<file path="src/rtl/isr_prefetch_queue_if.sv">
// -----------------------------------------------------------------------------
// isr_prefetch_queue_if
//
// Groups the fetch-side and decoder-side signals of the instruction prefetch
// queue. The parameters must match those of the queue instance it connects to.
//
//   master : the fetch/decode side. Drives m_bus, MIS, ADV and FLUSH and reads
//            the queue status.
//   slave  : the queue itself.
//
// Signals
//   m_bus      memory data bus carrying the fetched instruction word
//   MIS        capture strobe: write m_bus into the queue this edge
//   ADV        decoder consumed the head word: pop this edge
//   FLUSH      discard all entries this edge (branch / interrupt / RIT)
//   ISR_out    head word, 0 when empty
//   ISR_valid  head word present
//   ISR_next   second word, 0 when fewer than two entries
//   next_valid at least two entries
//   OP         opcode field, top OPW bits of ISR_out
//   count      number of valid entries
//   full       count == DEPTH
//   empty      count == 0
//   ovf        one-cycle pulse: MIS dropped because the queue was full
//   udf        one-cycle pulse: ADV while empty
// -----------------------------------------------------------------------------
interface isr_prefetch_queue_if #(
    parameter int WIDTH = 16,
    parameter int DEPTH = 4,
    parameter int OPW   = 4
);
    localparam int CW = $clog2(DEPTH + 1);

    logic [WIDTH-1:0] m_bus;
    logic             MIS;
    logic             ADV;
    logic             FLUSH;

    logic [WIDTH-1:0] ISR_out;
    logic             ISR_valid;
    logic [WIDTH-1:0] ISR_next;
    logic             next_valid;
    logic [OPW-1:0]   OP;
    logic [CW-1:0]    count;
    logic             full;
    logic             empty;
    logic             ovf;
    logic             udf;

    modport master (
        output m_bus, MIS, ADV, FLUSH,
        input  ISR_out, ISR_valid, ISR_next, next_valid, OP,
               count, full, empty, ovf, udf
    );

    modport slave (
        input  m_bus, MIS, ADV, FLUSH,
        output ISR_out, ISR_valid, ISR_next, next_valid, OP,
               count, full, empty, ovf, udf
    );
endinterface

</file>
<file path="src/rtl/isr_prefetch_queue.sv">
// -----------------------------------------------------------------------------
// isr_prefetch_queue
//
// Instruction prefetch queue sitting in front of the decoder. Fetched words are
// captured from the memory bus on each MIS strobe into a circular FIFO of DEPTH
// entries. The decoder sees the head word (ISR_out) and the word after it
// (ISR_next, for two-word instructions), consumes words with ADV, and a branch,
// interrupt or RIT discards the queue with FLUSH. With DEPTH=1 and OVERWRITE=1
// it behaves like the original single-word instruction register.
//
// Parameters
//   WIDTH      instruction word width
//   DEPTH      number of entries, any integer >= 1 (need not be a power of 2)
//   OPW        opcode field width, taken from the top of the head word
//   OVERWRITE  1: MIS while full replaces the newest entry
//              0: MIS while full is dropped and flagged on ovf
//
// Ports
//   CLK  system clock, rising edge
//   CLR  asynchronous active-high reset
//   q    isr_prefetch_queue_if.slave (bus, strobes, head/next words, status)
//
// Per-edge priority: FLUSH > MIS+ADV (not empty) > MIS > ADV.
// -----------------------------------------------------------------------------
module isr_prefetch_queue #(
    parameter int WIDTH     = 16,
    parameter int DEPTH     = 4,
    parameter int OPW       = 4,
    parameter int OVERWRITE = 0
) (
    input  logic                  CLK,
    input  logic                  CLR,
    isr_prefetch_queue_if.slave   q
);
    localparam int CW = $clog2(DEPTH + 1);
    localparam int PW = (DEPTH > 1) ? $clog2(DEPTH) : 1;

    localparam logic [PW-1:0] LAST_PTR = PW'(DEPTH - 1);
    localparam logic [CW-1:0] FULL_CNT = CW'(DEPTH);
    localparam logic [CW-1:0] ONE_CNT  = CW'(1);

    // -------------------------------------------------------------------------
    // Pointer arithmetic: explicit wrap so non-power-of-two depths work.
    // -------------------------------------------------------------------------
    function automatic logic [PW-1:0] ptr_inc(input logic [PW-1:0] p);
        return (p == LAST_PTR) ? '0 : p + PW'(1);
    endfunction

    function automatic logic [PW-1:0] ptr_dec(input logic [PW-1:0] p);
        return (p == '0) ? LAST_PTR : p - PW'(1);
    endfunction

    // -------------------------------------------------------------------------
    // State
    // -------------------------------------------------------------------------
    logic [WIDTH-1:0] mem_reg [DEPTH];
    logic [PW-1:0]    rd_ptr_reg, rd_ptr_next;
    logic [PW-1:0]    wr_ptr_reg, wr_ptr_next;
    logic [CW-1:0]    count_reg,  count_next;
    logic             ovf_reg,    ovf_next;
    logic             udf_reg,    udf_next;

    // Single write port into the entry array.
    logic             wr_en;
    logic [PW-1:0]    wr_addr;

    logic             is_empty;
    logic             is_full;

    assign is_empty = (count_reg == '0);
    assign is_full  = (count_reg == FULL_CNT);

    // -------------------------------------------------------------------------
    // Next-state decision
    // -------------------------------------------------------------------------
    always_comb begin
        rd_ptr_next = rd_ptr_reg;
        wr_ptr_next = wr_ptr_reg;
        count_next  = count_reg;
        ovf_next    = 1'b0;
        udf_next    = 1'b0;
        wr_en       = 1'b0;
        wr_addr     = wr_ptr_reg;

        if (q.FLUSH) begin
            // Discard everything by snapping the read pointer onto the write
            // pointer. A simultaneous fetch is the branch target, so it lands
            // at wr_ptr and becomes the new head. ADV is meaningless here.
            rd_ptr_next = wr_ptr_reg;
            count_next  = '0;
            if (q.MIS) begin
                wr_en       = 1'b1;
                wr_ptr_next = ptr_inc(wr_ptr_reg);
                count_next  = ONE_CNT;
            end
        end else if (q.MIS && q.ADV && !is_empty) begin
            // Push and pop together. When full, wr_ptr == rd_ptr, so the word
            // written is the one being popped; nothing visible is lost. For
            // DEPTH=1 both pointers stay at 0 and the word simply replaces.
            wr_en       = 1'b1;
            wr_ptr_next = ptr_inc(wr_ptr_reg);
            rd_ptr_next = ptr_inc(rd_ptr_reg);
        end else if (q.MIS) begin
            if (!is_full) begin
                wr_en       = 1'b1;
                wr_ptr_next = ptr_inc(wr_ptr_reg);
                count_next  = count_reg + ONE_CNT;
                // Only reachable with ADV when the queue is empty.
                udf_next    = q.ADV;
            end else if (OVERWRITE != 0) begin
                // Replace the newest entry, leaving pointers and count alone.
                wr_en   = 1'b1;
                wr_addr = ptr_dec(wr_ptr_reg);
            end else begin
                ovf_next = 1'b1;
            end
        end else if (q.ADV) begin
            if (!is_empty) begin
                rd_ptr_next = ptr_inc(rd_ptr_reg);
                count_next  = count_reg - ONE_CNT;
            end else begin
                udf_next = 1'b1;
            end
        end
    end

    // -------------------------------------------------------------------------
    // Control registers
    // -------------------------------------------------------------------------
    always_ff @(posedge CLK or posedge CLR) begin
        if (CLR) begin
            rd_ptr_reg <= '0;
            wr_ptr_reg <= '0;
            count_reg  <= '0;
            ovf_reg    <= 1'b0;
            udf_reg    <= 1'b0;
        end else begin
            rd_ptr_reg <= rd_ptr_next;
            wr_ptr_reg <= wr_ptr_next;
            count_reg  <= count_next;
            ovf_reg    <= ovf_next;
            udf_reg    <= udf_next;
        end
    end

    // -------------------------------------------------------------------------
    // Entry storage: one register per slot with a decoded write enable. The
    // head and next words are read combinationally, so these stay flops.
    // -------------------------------------------------------------------------
    genvar gi;
    generate
        for (gi = 0; gi < DEPTH; gi++) begin : g_entry
            always_ff @(posedge CLK or posedge CLR) begin
                if (CLR) begin
                    mem_reg[gi] <= '0;
                end else if (wr_en && (wr_addr == PW'(gi))) begin
                    mem_reg[gi] <= q.m_bus;
                end
            end
        end
    endgenerate

    // -------------------------------------------------------------------------
    // Decoder-facing outputs. Popped slots keep stale data, so every read is
    // gated by the matching valid flag.
    // -------------------------------------------------------------------------
    logic             head_valid;
    logic [WIDTH-1:0] head_word;

    assign head_valid  = !is_empty;
    assign head_word   = head_valid ? mem_reg[rd_ptr_reg] : '0;

    assign q.ISR_valid = head_valid;
    assign q.ISR_out   = head_word;
    assign q.OP        = head_word[WIDTH-1 -: OPW];
    assign q.count     = count_reg;
    assign q.full      = is_full;
    assign q.empty     = is_empty;
    assign q.ovf       = ovf_reg;
    assign q.udf       = udf_reg;

    generate
        if (DEPTH == 1) begin : g_no_next
            assign q.next_valid = 1'b0;
            assign q.ISR_next   = '0;
        end else begin : g_next
            logic [PW-1:0] next_ptr;
            logic          second_valid;

            assign next_ptr     = ptr_inc(rd_ptr_reg);
            assign second_valid = (count_reg >= CW'(2));
            assign q.next_valid = second_valid;
            assign q.ISR_next   = second_valid ? mem_reg[next_ptr] : '0;
        end
    endgenerate

endmodule
</file>
<file path="src/flat_wrapper.sv">
// flat-port wrapper written by rule: the top's interface ports become plain ports
module isr_prefetch_queue_flat 
#(
    parameter int WIDTH     = 16,
    parameter int DEPTH     = 4,
    parameter int OPW       = 4,
    parameter int OVERWRITE = 0
)
  (CLK, CLR, q_m_bus, q_MIS, q_ADV, q_FLUSH, q_ISR_out, q_ISR_valid, q_ISR_next, q_next_valid, q_OP, q_count, q_full, q_empty, q_ovf, q_udf);
  isr_prefetch_queue_if #(.WIDTH(WIDTH), .DEPTH(DEPTH), .OPW(OPW)) q_i ();
  input  logic CLK;
  input  logic CLR;
  input wire logic [$bits(q_i.m_bus)-1:0] q_m_bus;
  input wire logic [$bits(q_i.MIS)-1:0] q_MIS;
  input wire logic [$bits(q_i.ADV)-1:0] q_ADV;
  input wire logic [$bits(q_i.FLUSH)-1:0] q_FLUSH;
  output wire logic [$bits(q_i.ISR_out)-1:0] q_ISR_out;
  output wire logic [$bits(q_i.ISR_valid)-1:0] q_ISR_valid;
  output wire logic [$bits(q_i.ISR_next)-1:0] q_ISR_next;
  output wire logic [$bits(q_i.next_valid)-1:0] q_next_valid;
  output wire logic [$bits(q_i.OP)-1:0] q_OP;
  output wire logic [$bits(q_i.count)-1:0] q_count;
  output wire logic [$bits(q_i.full)-1:0] q_full;
  output wire logic [$bits(q_i.empty)-1:0] q_empty;
  output wire logic [$bits(q_i.ovf)-1:0] q_ovf;
  output wire logic [$bits(q_i.udf)-1:0] q_udf;
  assign q_i.m_bus = q_m_bus;
  assign q_i.MIS = q_MIS;
  assign q_i.ADV = q_ADV;
  assign q_i.FLUSH = q_FLUSH;
  assign q_ISR_out = q_i.ISR_out;
  assign q_ISR_valid = q_i.ISR_valid;
  assign q_ISR_next = q_i.ISR_next;
  assign q_next_valid = q_i.next_valid;
  assign q_OP = q_i.OP;
  assign q_count = q_i.count;
  assign q_full = q_i.full;
  assign q_empty = q_i.empty;
  assign q_ovf = q_i.ovf;
  assign q_udf = q_i.udf;
  isr_prefetch_queue #(.WIDTH(WIDTH), .DEPTH(DEPTH), .OPW(OPW), .OVERWRITE(OVERWRITE)) u_core (.CLK(CLK), .CLR(CLR), .q(q_i));
endmodule
</file>
<file path="config.mk">
export PLATFORM = sky130hd
export DESIGN_NAME = isr_prefetch_queue_flat
export DESIGN_NICKNAME = d
export VERILOG_FILES = /design/src/rtl/isr_prefetch_queue_if.sv /design/src/rtl/isr_prefetch_queue.sv /design/src/flat_wrapper.sv
export SDC_FILE = /design/constraint.sdc
export NUM_CORES = 1
export LEC_CHECK = 0
export CAP_MARGIN = 40
export CORE_MARGIN = 4
export CORE_UTILIZATION = 50
export CTS_CLUSTER_SIZE = 14
export DETAILED_ROUTE_END_ITERATION = 6
export DONT_BUFFER_PORTS = 1
export PLACE_DENSITY_LB_ADDON = 0.25
export SLEW_MARGIN = 15
export SYNTH_ARGS = -nofsm -noshare
export SYNTH_HDL_FRONTEND = slang
export SYNTH_SLANG_ARGS = --single-unit
</file>
<file path="constraint.sdc">
create_clock -name CLK -period 2.6 [get_ports CLK]
set_clock_uncertainty 0.1 [all_clocks]
set_input_delay 0.39 -clock CLK [delete_from_list [all_inputs] [get_ports CLK]]
set_output_delay 0.39 -clock CLK [all_outputs]
set_load 0.05 [all_outputs]
</file>
Yosys cells after proc, flatten, opt, wreduce, memory -nomap -nowiden:

Cells that the tools add are included.

* register bits: 73
* input port bits: 21
* output and inout bits: 45
* word-level logic and storage cells: 87

* add/sub/neg operators: 4
* magnitude comparators: 3
* eq/ne operators: 12
* mux-type cells: 42
* bitwise operators: 2
* reduce and logical (&&, ||, !) cells: 15

Operator list (number)
* $mux W16: 6
* $bmux W16 S2: 2
* $mux W2: 12
* $mux W3: 6
* $mux W1: 16
* $ne A3 B3 Y1 const B: 3
* $eq A2 B2 Y1 const B: 3
* $ge A3 B3 Y1 const B: 2
* $logic_and A1 B1 Y1: 6
* $not A2 Y3: 2
* $reduce_and A3 Y1: 2
* $reduce_bool A3 Y1: 2
* $add A2 B1 Y2 const B: 2
* $ne A2 B2 Y1 const B: 2
* $reduce_and A4 Y1: 1
* $add A3 B1 Y3 const B: 1
* $eq A3 B3 Y1 const B: 1
* $ge A3 B2 Y1 const B: 1
* $logic_not A3 Y1: 1
* $ne A3 B1 Y1 const B: 1
* $ne A3 B2 Y1 const B: 1
* $sub A3 B1 Y3 const B: 1
* $eq A2 B1 Y1 const B: 1
* $logic_not A2 Y1: 1
* 2 further kinds: 2

Logic depth before layout (Yosys ltp):

* depth after elaboration: 7
* depth in mapped cells: 6
* gate-level depth less buffers: 5

Worst setup path before layout:

Ideal clock, no wire load.

* path kind: register to output
* from: register u_core.count_reg[2] (netlist: u_core.q.count[2])
* to: output port q_OP[0]
* data arrival time: 2389 ps
* required time: 2110 ps
* path slack: -279 ps
* stages on the path, launching flop included: 6
* path buffers: 3
* cells stage by stage: dfrtp_1 > buf_2 > nor3_1 > buf_2 > nor2b_1 > buf_4

* cells in the longest elaborated chain, start to end: 2

RTL lines
* start, declared: line isr_prefetch_queue.sv:59 `logic [CW-1:0] count_reg, count_next;`
* start signal, assigned: line isr_prefetch_queue.sv:140 `count_reg <= count_next;`
* $logic_not A3 Y1: line isr_prefetch_queue.sv:70 `assign is_empty = (count_reg == '0);`
* via q_empty: line flat_wrapper.sv:24 `output wire logic [$bits(q_i.empty)-1:0] q_empty;`
* $mux W16: line isr_prefetch_queue.sv:171 `assign head_word = head_valid ? mem_reg[rd_ptr_reg] : '0;`
* end, declared: line flat_wrapper.sv:21 `output wire logic [$bits(q_i.OP)-1:0] q_OP;`

The timed path passes the listed nets, and every way through them passes these cells.

Worst setup path after layout:

* from: register u_core.rd_ptr_reg[0]
* to: output port q_OP[1]

* cells in the longest elaborated chain, start to end: 5

RTL lines
* start, declared: line isr_prefetch_queue.sv:57 `logic [PW-1:0] rd_ptr_reg, rd_ptr_next;`
* start signal, assigned: line isr_prefetch_queue.sv:138 `rd_ptr_reg <= rd_ptr_next;`
* $not A2 Y3 (not written as such): line isr_prefetch_queue.sv:171
* $bmux W16 S2: line isr_prefetch_queue.sv:171
* $mux W16 (not written as such) (2 in series): line isr_prefetch_queue.sv:171
* $mux W16: line isr_prefetch_queue.sv:171

No other way between the ends. The select of a mux whose other input is x is not followed.

==> flow_metrics.env <==
export IMPL_syn_area_per_cell_um2=14.2
export IMPL_tightestPinTransition_ns=0.733
export IMPL_place_congestion=0.745
export IMPL_r2r_slack_ns=0.33
export IMPL_synthMuxAreaShare_pct=35.9
export IMPL_r2r_end="u_core.q.count[1]"
export IMPL_drt_iter0_markers=74
export IMPL_clk_path_buf_depth=2
export IMPL_grt_overflow_total=0
export IMPL_antenna_found_initial=0
export IMPL_multiInputGateArea_um2=2080
export IMPL_cts_buffers=9
export IMPL_cp_required_ns=2.11
export IMPL_drive_gt1_share_pct=52.8
export IMPL_synth_edf_count=0
export IMPL_synthXorXnorAreaFrac_pct=0.859
export IMPL_seqCellArea_um2=1830
export IMPL_synth_top_cells_by_area="dfrtp_1, mux2_2, mux4_2, nor2b_1, buf_6"
export IMPL_rsz0062_at_grt="false"
export IMPL_grt_pass1_wl_mm=13.8
export IMPL_avgViaCountPerCell=5.76
export IMPL_fmaxAchievable_mhz=412
export IMPL_cp_max_fo=14
export IMPL_cts_sinks=73
export IMPL_min_delay_start="q_FLUSH"
export IMPL_drc=0
export IMPL_synth_fa_ha_area_share_pct=1.72
export IMPL_setup_viol=0
export IMPL_drt_wirelength_per_cell_um=19.2
export IMPL_vias=2464
export IMPL_max_slew_margin_pct=51.1
export IMPL_stdcell_count=428
export IMPL_io_pins=66
export IMPL_synth_top_family_by_area="multiplexers"
export IMPL_dieArea_um2=9670
export IMPL_track_usage_pct=18.2
export IMPL_cts_tree="done"
export IMPL_startpoint_type="flip-flop"
export IMPL_first_global_vias=2618
export IMPL_synth_seq_cells=73
export IMPL_cts_resized=0
export IMPL_synth_area_leader_cell="dfrtp_1"
export IMPL_cts_clk_slew_worst_paths_ns=0.07
export IMPL_num_fill_cells=643
export IMPL_root_buffer="clkbuf_8"
export IMPL_h_tree_depth=3
export IMPL_start_util_pct=52.0
export IMPL_yosysWarnings=0
export IMPL_synth_cell_types=38
export IMPL_dp_cells=409
export IMPL_post_route_period_util_pct=93.3
export IMPL_hold_end="u_core.q.count[1]"
export IMPL_die_height_um=98.3
export IMPL_critPathKind="flip-flop to output pin"
export IMPL_syn_inst=287
export IMPL_row_count=32
export IMPL_setup_tns_ns=0
export IMPL_mappedNetlistArea_um2=4080
export IMPL_async_reset_ff_share_pct=100
export IMPL_drt_pass1_iterations=4
export IMPL_status="finished, final reports clean"
export IMPL_clk_latency_ns=0.33
export IMPL_antenna_left=0
export IMPL_critical_path_arrival_ns=1.93
export IMPL_diodes=0
export IMPL_final_util_pct=59.8
export IMPL_slew_violations=0
export IMPL_reg2reg_depth=5
export IMPL_min_path_cells=1
export IMPL_hpwl_mm=5.88
export IMPL_seq_area_frac_synth_pct=44.8
export IMPL_place_area_um2=4470
export IMPL_min_path_type="primary input to flip-flop"
export IMPL_grt_max_degree=38
export IMPL_synth_compound_gate_area_share_pct=3.10
export IMPL_synthesis_nets=313
export IMPL_largest_reg_flops=64
export IMPL_fin_nets=348
export IMPL_yosys_area_share_simple_pct=8.80
export IMPL_yosys_cell_count_top_type="dfrtp_1"
export IMPL_core_um2=7850
export IMPL_maxCapViolCount=0
export IMPL_routed_wl_mm=8.20
export IMPL_rr_startpoint="u_core.q.count[1]"
export IMPL_ys_flop_type="dfrtp_1"
export IMPL_dieWidth_um=98.3
export IMPL_synth_top_area_share_pct=44.8
export IMPL_fin_crit_ns=2.42
export IMPL_cp_end_kind="output pin"
export IMPL_io_buffers=0
export IMPL_hold_viol_final=0
export IMPL_postLayoutCellArea_um2=4690
export IMPL_synthTopCellsByCount="dfrtp_1, mux2_2, mux4_2"
export IMPL_area_delta_synth_final_pct=15.0
-- per-layer routing --
metal  routed length [um]  GRT usage (%)  up-vias
li1                     -              -     1119
met1                 3550           24.1     1276
met2                 4060           29.3       57
met3                  480           5.57       12
met4                  108           5.25        0
met5                    0              0        -
-- logic make-up (layout without fill, tap and decap cells) --
logic type	after synthesis	after routing
xor+xnor	4	4
flops	73	73
fa+ha+maj	5	5
simple gates	58	58
mux	98	98
buf+inv	33	72
compound gates	16	16
-- cells in the final DEF (no fill, tap or decap), types with 2 or more instances in the layout --
cell type / count
dfrtp_1: 71
mux2_2: 66
buf_4: 37
mux4_2: 32
nor2b_1: 24
clkbuf_8: 10
inv_1: 7
nor2_1: 6
nand2_1: 6
buf_12: 6
and2b_1: 5
a21oi_2: 4
nor2b_2: 4
ha_1: 4
xor2_1: 3
o21ai_0: 3
buf_6: 3
and3_1: 2
clkbuf_1: 2
clkinv_2: 2
dlygate4sd3_1: 2
dfrtp_2: 2
-- worst max-delay path by stage --
stage / startpoint / end / slack (ns) / depth (start not counted)
2_1_floorplan: u_core.q.count[2] / q_OP[3] / 0.04 / 4
3_3_place_gp: u_core.q.count[0] / u_core.mem_reg[23] / 0.35 / 3
3_5_place_dp: u_core.q.count[1] / u_core.q.count[1] / 0.32 / 5
4_1_cts: u_core.q.count[0] / q_OP[1] / 0.02 / 4
5_1_grt: u_core.rd_ptr_reg[0] / q_ISR_out[13] / 0.08 / 4
6_report: u_core.rd_ptr_reg[0] / q_OP[1] / 0.18 / 4
-- area by class of cell --
type,count,share of cell area [%]
Multi-Input combinational cell,181,44.2
Sequential cell,73,39.0
Timing Repair Buffer,49,9.95
Clock buffer,12,3.09
Tap cell,102,2.72
Inverter,8,0.640
Clock inverter,3,0.373
-- worst max-delay path, cell delays in order, from the launching register on --
cell	delay, ns
dfrtp_2	0.39
buf_4	0.28
mux4_2	0.53
nor2b_2	0.17
buf_4	0.23
-- per-stage QoR --
step | hold slack [ns] | setup WS, ns
3_5_place_dp | 0.359 | 0.323
5_1_grt | 0.0127 | 0.0767
4_1_cts | 0.00757 | 0.0215
6_report | 0.0270 | 0.175
2_1_floorplan | 0.392 | 0.0439
3_3_place_gp | 0.355 | 0.347
-- repair_timing --
item / in CTS / in global routing
hold endpoints to repair: 1 / 36
buffers inserted: 0 / 1
setup endpoints to repair: 0 / 9
hold buffers: 1 / 1
Power is left out: the tool's default activity adds up to more than one toggle a clock period on the data nets, which glitch-free logic cannot reach.
